`src/rtl/regfile_sb_if.sv`:
```
// Bus bundle between decode/writeback logic and the register file: read ports,
// two write ports, and the load-issue handshake with its scoreboard outputs.
interface regfile_sb_if #(
    parameter int XLEN  = 32,
    parameter int NREGS = 32,
    parameter int NRD   = 2
);
    localparam int AW = $clog2(NREGS);

    logic [NRD*AW-1:0]   rd_addr;
    logic [NRD*XLEN-1:0] rd_data;
    logic [NRD-1:0]      rd_busy;

    logic                wa_en;
    logic [AW-1:0]       wa_addr;
    logic [XLEN-1:0]     wa_data;

    logic                wb_en;
    logic [AW-1:0]       wb_addr;
    logic [XLEN-1:0]     wb_data;

    logic                issue_valid;
    logic [AW-1:0]       issue_rd;
    logic                issue_ready;
    logic [AW:0]         pending_cnt;

    modport master (
        output rd_addr, wa_en, wa_addr, wa_data, wb_en, wb_addr, wb_data,
               issue_valid, issue_rd,
        input  rd_data, rd_busy, issue_ready, pending_cnt
    );

    modport slave (
        input  rd_addr, wa_en, wa_addr, wa_data, wb_en, wb_addr, wb_data,
               issue_valid, issue_rd,
        output rd_data, rd_busy, issue_ready, pending_cnt
    );
endinterface

```
`src/rtl/regfile_sb.sv`:
```
// Multi-port integer register file with hardwired-zero x0, optional write-to-read
// bypass and a per-register load scoreboard exposed as an issue handshake.
module regfile_sb #(
    parameter int XLEN   = 32,
    parameter int NREGS  = 32,
    parameter int NRD    = 2,
    parameter bit BYPASS = 1'b1
) (
    input  logic        clk,
    input  logic        reset,
    regfile_sb_if.slave bus
);
    localparam int AW = $clog2(NREGS);

    logic [XLEN-1:0]  regs_q [NREGS];
    logic [XLEN-1:0]  regs_d [NREGS];
    logic [NREGS-1:0] pending_q;
    logic [NREGS-1:0] pending_d;
    logic [AW:0]      pending_cnt_q;
    logic [AW:0]      pending_cnt_d;

    logic wa_hit;
    logic wb_hit;
    logic issue_ready;
    logic issue_fire;
    logic cnt_inc;
    logic cnt_dec;

    // Gating with reset keeps bypassed data off the read ports while reset is held.
    assign wa_hit = reset && bus.wa_en && (bus.wa_addr != '0);
    assign wb_hit = reset && bus.wb_en && (bus.wb_addr != '0);

    assign issue_ready = !pending_q[bus.issue_rd] ||
                         (bus.wb_en && (bus.wb_addr == bus.issue_rd));
    assign issue_fire  = reset && bus.issue_valid && issue_ready && (bus.issue_rd != '0);

    // A set and clear of the same register leaves it pending, so it is not a decrement.
    assign cnt_inc = issue_fire && !pending_q[bus.issue_rd];
    assign cnt_dec = wb_hit && pending_q[bus.wb_addr] &&
                     !(issue_fire && (bus.issue_rd == bus.wb_addr));

    always_comb begin
        regs_d    = regs_q;
        pending_d = pending_q;
        if (wa_hit) begin
            regs_d[bus.wa_addr] = bus.wa_data;
        end
        if (wb_hit) begin
            regs_d[bus.wb_addr]    = bus.wb_data;
            pending_d[bus.wb_addr] = 1'b0;
        end
        if (issue_fire) begin
            pending_d[bus.issue_rd] = 1'b1;
        end
        pending_cnt_d = pending_cnt_q + {{AW{1'b0}}, cnt_inc} - {{AW{1'b0}}, cnt_dec};
    end

    always_ff @(posedge clk or negedge reset) begin
        if (!reset) begin
            for (int i = 0; i < NREGS; i++) begin
                regs_q[i] <= '0;
            end
            pending_q     <= '0;
            pending_cnt_q <= '0;
        end else begin
            regs_q        <= regs_d;
            pending_q     <= pending_d;
            pending_cnt_q <= pending_cnt_d;
        end
    end

    assign bus.issue_ready = issue_ready;
    assign bus.pending_cnt = pending_cnt_q;

    for (genvar g = 0; g < NRD; g++) begin : g_rd
        logic [AW-1:0]   addr;
        logic [XLEN-1:0] data;
        logic            wb_match;

        assign addr     = bus.rd_addr[g*AW +: AW];
        assign wb_match = bus.wb_en && (bus.wb_addr == addr);

        // Port B is applied last so it overrides port A on a shared address.
        always_comb begin
            data = regs_q[addr];
            if (BYPASS && wa_hit && (bus.wa_addr == addr)) begin
                data = bus.wa_data;
            end
            if (BYPASS && wb_hit && (bus.wb_addr == addr)) begin
                data = bus.wb_data;
            end
            if (addr == '0) begin
                data = '0;
            end
        end

        assign bus.rd_data[g*XLEN +: XLEN] = data;
        assign bus.rd_busy[g]              = pending_q[addr] && !(BYPASS && wb_match);
    end
endmodule

```
`src/flat_wrapper.sv`:
```
// flat-port wrapper written by rule: the top's interface ports become plain ports
module regfile_sb_flat 
#(
    parameter int XLEN   = 32,
    parameter int NREGS  = 32,
    parameter int NRD    = 2,
    parameter bit BYPASS = 1'b1
)
  (clk, reset, bus_rd_addr, bus_wa_en, bus_wa_addr, bus_wa_data, bus_wb_en, bus_wb_addr, bus_wb_data, bus_issue_valid, bus_issue_rd, bus_rd_data, bus_rd_busy, bus_issue_ready, bus_pending_cnt);
  regfile_sb_if #(.XLEN(XLEN), .NREGS(NREGS), .NRD(NRD)) bus_i ();
  input  logic clk;
  input  logic reset;
  input wire logic [$bits(bus_i.rd_addr)-1:0] bus_rd_addr;
  input wire logic [$bits(bus_i.wa_en)-1:0] bus_wa_en;
  input wire logic [$bits(bus_i.wa_addr)-1:0] bus_wa_addr;
  input wire logic [$bits(bus_i.wa_data)-1:0] bus_wa_data;
  input wire logic [$bits(bus_i.wb_en)-1:0] bus_wb_en;
  input wire logic [$bits(bus_i.wb_addr)-1:0] bus_wb_addr;
  input wire logic [$bits(bus_i.wb_data)-1:0] bus_wb_data;
  input wire logic [$bits(bus_i.issue_valid)-1:0] bus_issue_valid;
  input wire logic [$bits(bus_i.issue_rd)-1:0] bus_issue_rd;
  output wire logic [$bits(bus_i.rd_data)-1:0] bus_rd_data;
  output wire logic [$bits(bus_i.rd_busy)-1:0] bus_rd_busy;
  output wire logic [$bits(bus_i.issue_ready)-1:0] bus_issue_ready;
  output wire logic [$bits(bus_i.pending_cnt)-1:0] bus_pending_cnt;
  assign bus_i.rd_addr = bus_rd_addr;
  assign bus_i.wa_en = bus_wa_en;
  assign bus_i.wa_addr = bus_wa_addr;
  assign bus_i.wa_data = bus_wa_data;
  assign bus_i.wb_en = bus_wb_en;
  assign bus_i.wb_addr = bus_wb_addr;
  assign bus_i.wb_data = bus_wb_data;
  assign bus_i.issue_valid = bus_issue_valid;
  assign bus_i.issue_rd = bus_issue_rd;
  assign bus_rd_data = bus_i.rd_data;
  assign bus_rd_busy = bus_i.rd_busy;
  assign bus_issue_ready = bus_i.issue_ready;
  assign bus_pending_cnt = bus_i.pending_cnt;
  regfile_sb #(.XLEN(XLEN), .NREGS(NREGS), .NRD(NRD), .BYPASS(BYPASS)) u_core (.clk(clk), .reset(reset), .bus(bus_i));
endmodule
```
`config.mk`:
```
export PLATFORM = sky130hd
export DESIGN_NAME = regfile_sb_flat
export DESIGN_NICKNAME = d
export VERILOG_FILES = /design/src/rtl/regfile_sb_if.sv /design/src/rtl/regfile_sb.sv /design/src/flat_wrapper.sv
export SDC_FILE = /design/constraint.sdc
export NUM_CORES = 2
export LEC_CHECK = 0
export CORE_MARGIN = 2
export CORE_UTILIZATION = 57
export DETAILED_ROUTE_END_ITERATION = 10
export GPL_ROUTABILITY_DRIVEN = 0
export PLACE_DENSITY = 0.84
export SYNTH_ARGS = -nofsm -noshare
export SYNTH_HDL_FRONTEND = slang
export SYNTH_SLANG_ARGS = --single-unit
```
`constraint.sdc`:
```
create_clock -name clk -period 3.81 [get_ports clk]
set_clock_uncertainty 0.1 [all_clocks]
set_input_delay 0.9525 -clock clk [delete_from_list [all_inputs] [get_ports clk]]
set_output_delay 0.9525 -clock clk [all_outputs]
set_load 0.05 [all_outputs]
```
==> flow_summary.toml, run 1 <==
[synth]
synth_edf_count = 0
synth_top_area_frac = 0.389
synth_area_leaders = "dfrtp_1, mux2i_1, mux4_2, a21oi_1, nor2_1"
seq_area_frac_synth = 0.389
synth.distinct_cells = 68
synthCells = 6712
syn_area_sq_um = 68300
synth_fp_nets = 6813
yosysMostFrequentCell = "mux2i_1"
async_reset_ff_frac = 1.00
synth-main-ff-cell = "dfrtp_1"
syn_area_per_cell_sq_um = 10.2
yosysWarnings = 0
synth_seq_cells = 1062
yosysTopAreaCell = "dfrtp_1"
synth_top_cells_by_count = "mux2i_1, dfrtp_1, nor2_1, a21oi_1, nand2_1"

[placed_design]
dp_hpwl_mm = 180
port_buffers = 166
post-place-ws_ns = -0.877

[outcome]
status = "did not finish"
haltStage = "5_1_grt"
error = "[ERROR GRT-0232] Routing congestion too high. Check the congestion heatmap in the GUI."

[timing]
worst-ep-kind = "output port"
worst_endpoint = "bus_rd_data[40]"

[clock_network]
cts.path.max_buffers = 3
cts_hold_buf = 0
h-tree-depth = 3
cts_made_buffers = 108
cts_root_buffer = "clkbuf_16"
clock-sinks = 1062

[global_routing]
globalRouteTotalUtil = 0.737
grt_antenna_before_repair = 42
grt_overflow_total = 142
grt_max_degree = 181

[die]
io_pins = 167
fp.dieW_microns = 350
rows = 126
initial_utilization = 0.577
fp.dieH_microns = 350
stage by stage:
stage,area (sq um),std cells
floorplan,69100,6712
global placement,76100,8300
detailed placement,76100,8300
CTS,83900,8637
cell families after synthesis:
logic type                 after synthesis  share of synthesized area
adders and majority gates                7                    0.00139
xor gates and xnor gates                30                    0.00385
muxes                                 1706                      0.329
AOI/OAI and AO/OA                     1516                      0.129
and+or+nand+nor                       1496                     0.0899
DFF                                   1062                      0.389
buffers and inverters                  895                     0.0576
timing repair:
item / 4_1_cts
buffers inserted: 111
pin swaps: 175
resized for setup: 500
hold endpoints to repair: 0
endpoints found under the setup margin: 67
gates cloned: 33
metal layers:
metal / GRT usage / overflow
met5: 0.627 / 6
met4: 0.677 / 52
met1: 0.703 / 10
met3: 0.715 / 25
met2: 0.831 / 49
==> run 2, diff against run 1 <==
CORE_UTILIZATION = 40   (was 57)
PLACE_DENSITY = unset   (was 0.84)
PLACE_DENSITY_LB_ADDON = 0.15   (was unset)
clock period = 5 ns   (was 3.81 ns; I/O delays follow)
==> flow_summary.toml, run 2 <==
[setup_path]
worstPathArrival_ns = 3.69
end_kind = "output pin"
crit_type = "input pin to output pin"
critPathMaxFanout = 12
crit_required_ns = 3.65
cp-start-kind = "input pin"

[die]
fp.dieH_microns = 417
core_sq_um = 169000
rows = 151
dieArea_sq_um = 174000
io_pins = 167
fp.dieW_microns = 417
initial_utilization = 0.403

[route]
post_drt_wl_per_cell_microns = 32.8
first_pass_iters = 8
routed_wl_mm = 299
drtIter0Drc = 8008
vias = 57800
ant_nets = 0
viasPerCell = 6.34
drc = 0

[outcome]
status = "finished, violations left"
violations = "setup timing"

[synth]
synth_area_leaders = "dfrtp_1, mux2i_1, mux4_2, a21oi_1, nor2_1"
async_reset_ff_frac = 1.00
synth_top_area_frac = 0.389
synth-main-ff-cell = "dfrtp_1"
synth.distinct_cells = 68
seq_area_frac_synth = 0.389
synth_xor_area_frac = 0.00385
syn_area_sq_um = 68300
yosysWarnings = 0
synthCells = 6712
yosysMostFrequentCell = "mux2i_1"
synthAdderAreaFrac = 0.00139
muxShareOfSynthArea = 0.329
yosys.area_share.simple = 0.0899
syn_area_per_cell_sq_um = 10.2
synth_edf_count = 0
synth_top_family_by_area = "multiplexers"
synth_fp_nets = 6813
synth_seq_cells = 1062
synth_top_cells_by_count = "mux2i_1, dfrtp_1, nor2_1, a21oi_1, nand2_1"
synth_compound_area_frac = 0.129
yosysTopAreaCell = "dfrtp_1"

[placed_design]
post-place-ws_ns = -0.642
placed_cell_area_sq_um = 75900
dp_hpwl_mm = 196
port_buffers = 166

[global_routing]
grtUsageMet2 = 0.497
grt_pass1_wl_mm = 422
grt_overflow_total = 0
global_route.usage.met3 = 0.0992
globalRouteTotalUtil = 0.336
globalRouteMet1Util = 0.452
grt_antenna_before_repair = 6
grt_pass1_vias = 55600
grt_max_degree = 149
grt-busiest-layer = "met2"

[clock_network]
clock_latency_ns = 0.80
h-tree-depth = 4
cts.path.max_buffers = 3
cts_hold_buf = 0
cts_made_buffers = 131
cts_tree = "yes"
cts.clk_slew.worst_paths_ns = 0.05
clock-sinks = 1062
cts_root_buffer = "clkbuf_16"

[cells_and_area]
fillers = 15300
layout_common_cells = "mux2i_1, dfrtp_1, nor2_1"
syn_to_final_growth_pct = 19.2
post-route-util = 0.480
largest_register_ff_count = 1024
nets = 6901
seq_area_sq_um = 26600
layout-drive-gt1-share = 0.235
multi_input_area_sq_um = 38600
largest_register = "u_core.regs_q"
final_common_cell = "mux2i_1"
postLayoutCellArea_sq_um = 81400

[timing]
slew_viol_final = 0
worst_pin_slew_ns = 1.11
post-route-period-util = 1.01
finalWorstSetupSlack_ns = -0.0368
tns_ns = -0.110
max_slew_margin = 0.258
max_freq_mhz = 199
fin_crit_ns = 5.04
hold_viol = 0
rsz0062_at_grt = "yes"
setup_viol = 5

[run]
cap_violations = 0

[power]
max-vdd-ir-drop_mv = 0.359
leakage_nw = 35.2
power.density_nw_per_um2 = 386

[hold_path]
holdCritPathClass = "input pin to asynchronous set/reset pin"
[run 2: cell type report]
type	count	area share
Clock buffer	187	0.0477
Multi-Input combinational cell	4755	0.474
Inverter	53	0.00246
Sequential cell	1062	0.327
Timing Repair Buffer	797	0.107
Tap cell	2218	0.0341
Antenna cell	5	0.000154
Clock inverter	52	0.00730
[run 2: logic make-up after synthesis]
| group | count (synthesis) |
|---|---|
| flops | 1062 |
| simple gates | 1496 |
| buf+inv | 895 |
| compound gates | 1516 |
| fa+ha+maj | 7 |
| mux | 1706 |
| xor+xnor | 30 |
[run 2: metrics by stage]
step,hold slack (ns),std cells,total power [mW]
global placement,0.276,8842,20.8
detailed placement,0.283,8842,21.1
floorplan,0.341,6712,17.6
finish,0.191,9129,31.4
CTS,0.154,9093,31.2
global route,0.178,9126,32.6
[run 2: power by group]
group | switching [mW] | total, mW | internal (mW)
Combinational | 4.49 | 9.00 | 4.50
Clock | 4.16 | 10.1 | 5.95
Sequential | 1.67 | 12.3 | 10.7
Total | 10.3 | 31.4 | 21.1
[run 2: what timing repair did]
action                     4_1_cts  5_1_grt
setup endpoints to repair       63       36
pin swaps                       11       14
setup buffers                    9       29
resized for setup               66       47
gates cloned                     3        2
[run 2: worst max-delay path: stages]
cell and delay (ns):
buf_4 0.21, buf_12 0.23, nor3b_2 0.33, buf_4 0.34, a221oi_1 0.12, o211ai_1 0.32, o21ai_1 0.26, o221ai_4 0.29
buf_4 0.18, buf_12 0.12
[run 2: worst paths after layout]
kind | start | end | slack (ns) | cells past startpoint
max reg2reg | u_core.pending_q[11] | u_core.bus.pending_cnt[4] | 1.78 | 13
min reg2reg | u_core.regs_q[1011] | u_core.regs_q[1011] | 0.30 | 0
max | bus_rd_addr[7] | bus_rd_data[41] | -0.04 | 10
min in group clk | u_core.regs_q[1011] | u_core.regs_q[1011] | 0.30 | 0
min | reset | u_core.regs_q[218] | 0.19 | 1
max in group asynchronous | reset | u_core.regs_q[52] | 1.68 | 5
[run 2: layer usage]
metal  vias up  wire length (microns)
li1      24700                      -
met1     29200                 121000
met2      3174                 131000
met3       763                  31500
met4         4                  15000
met5         -                     31
(Power assumes the default switching activity.)
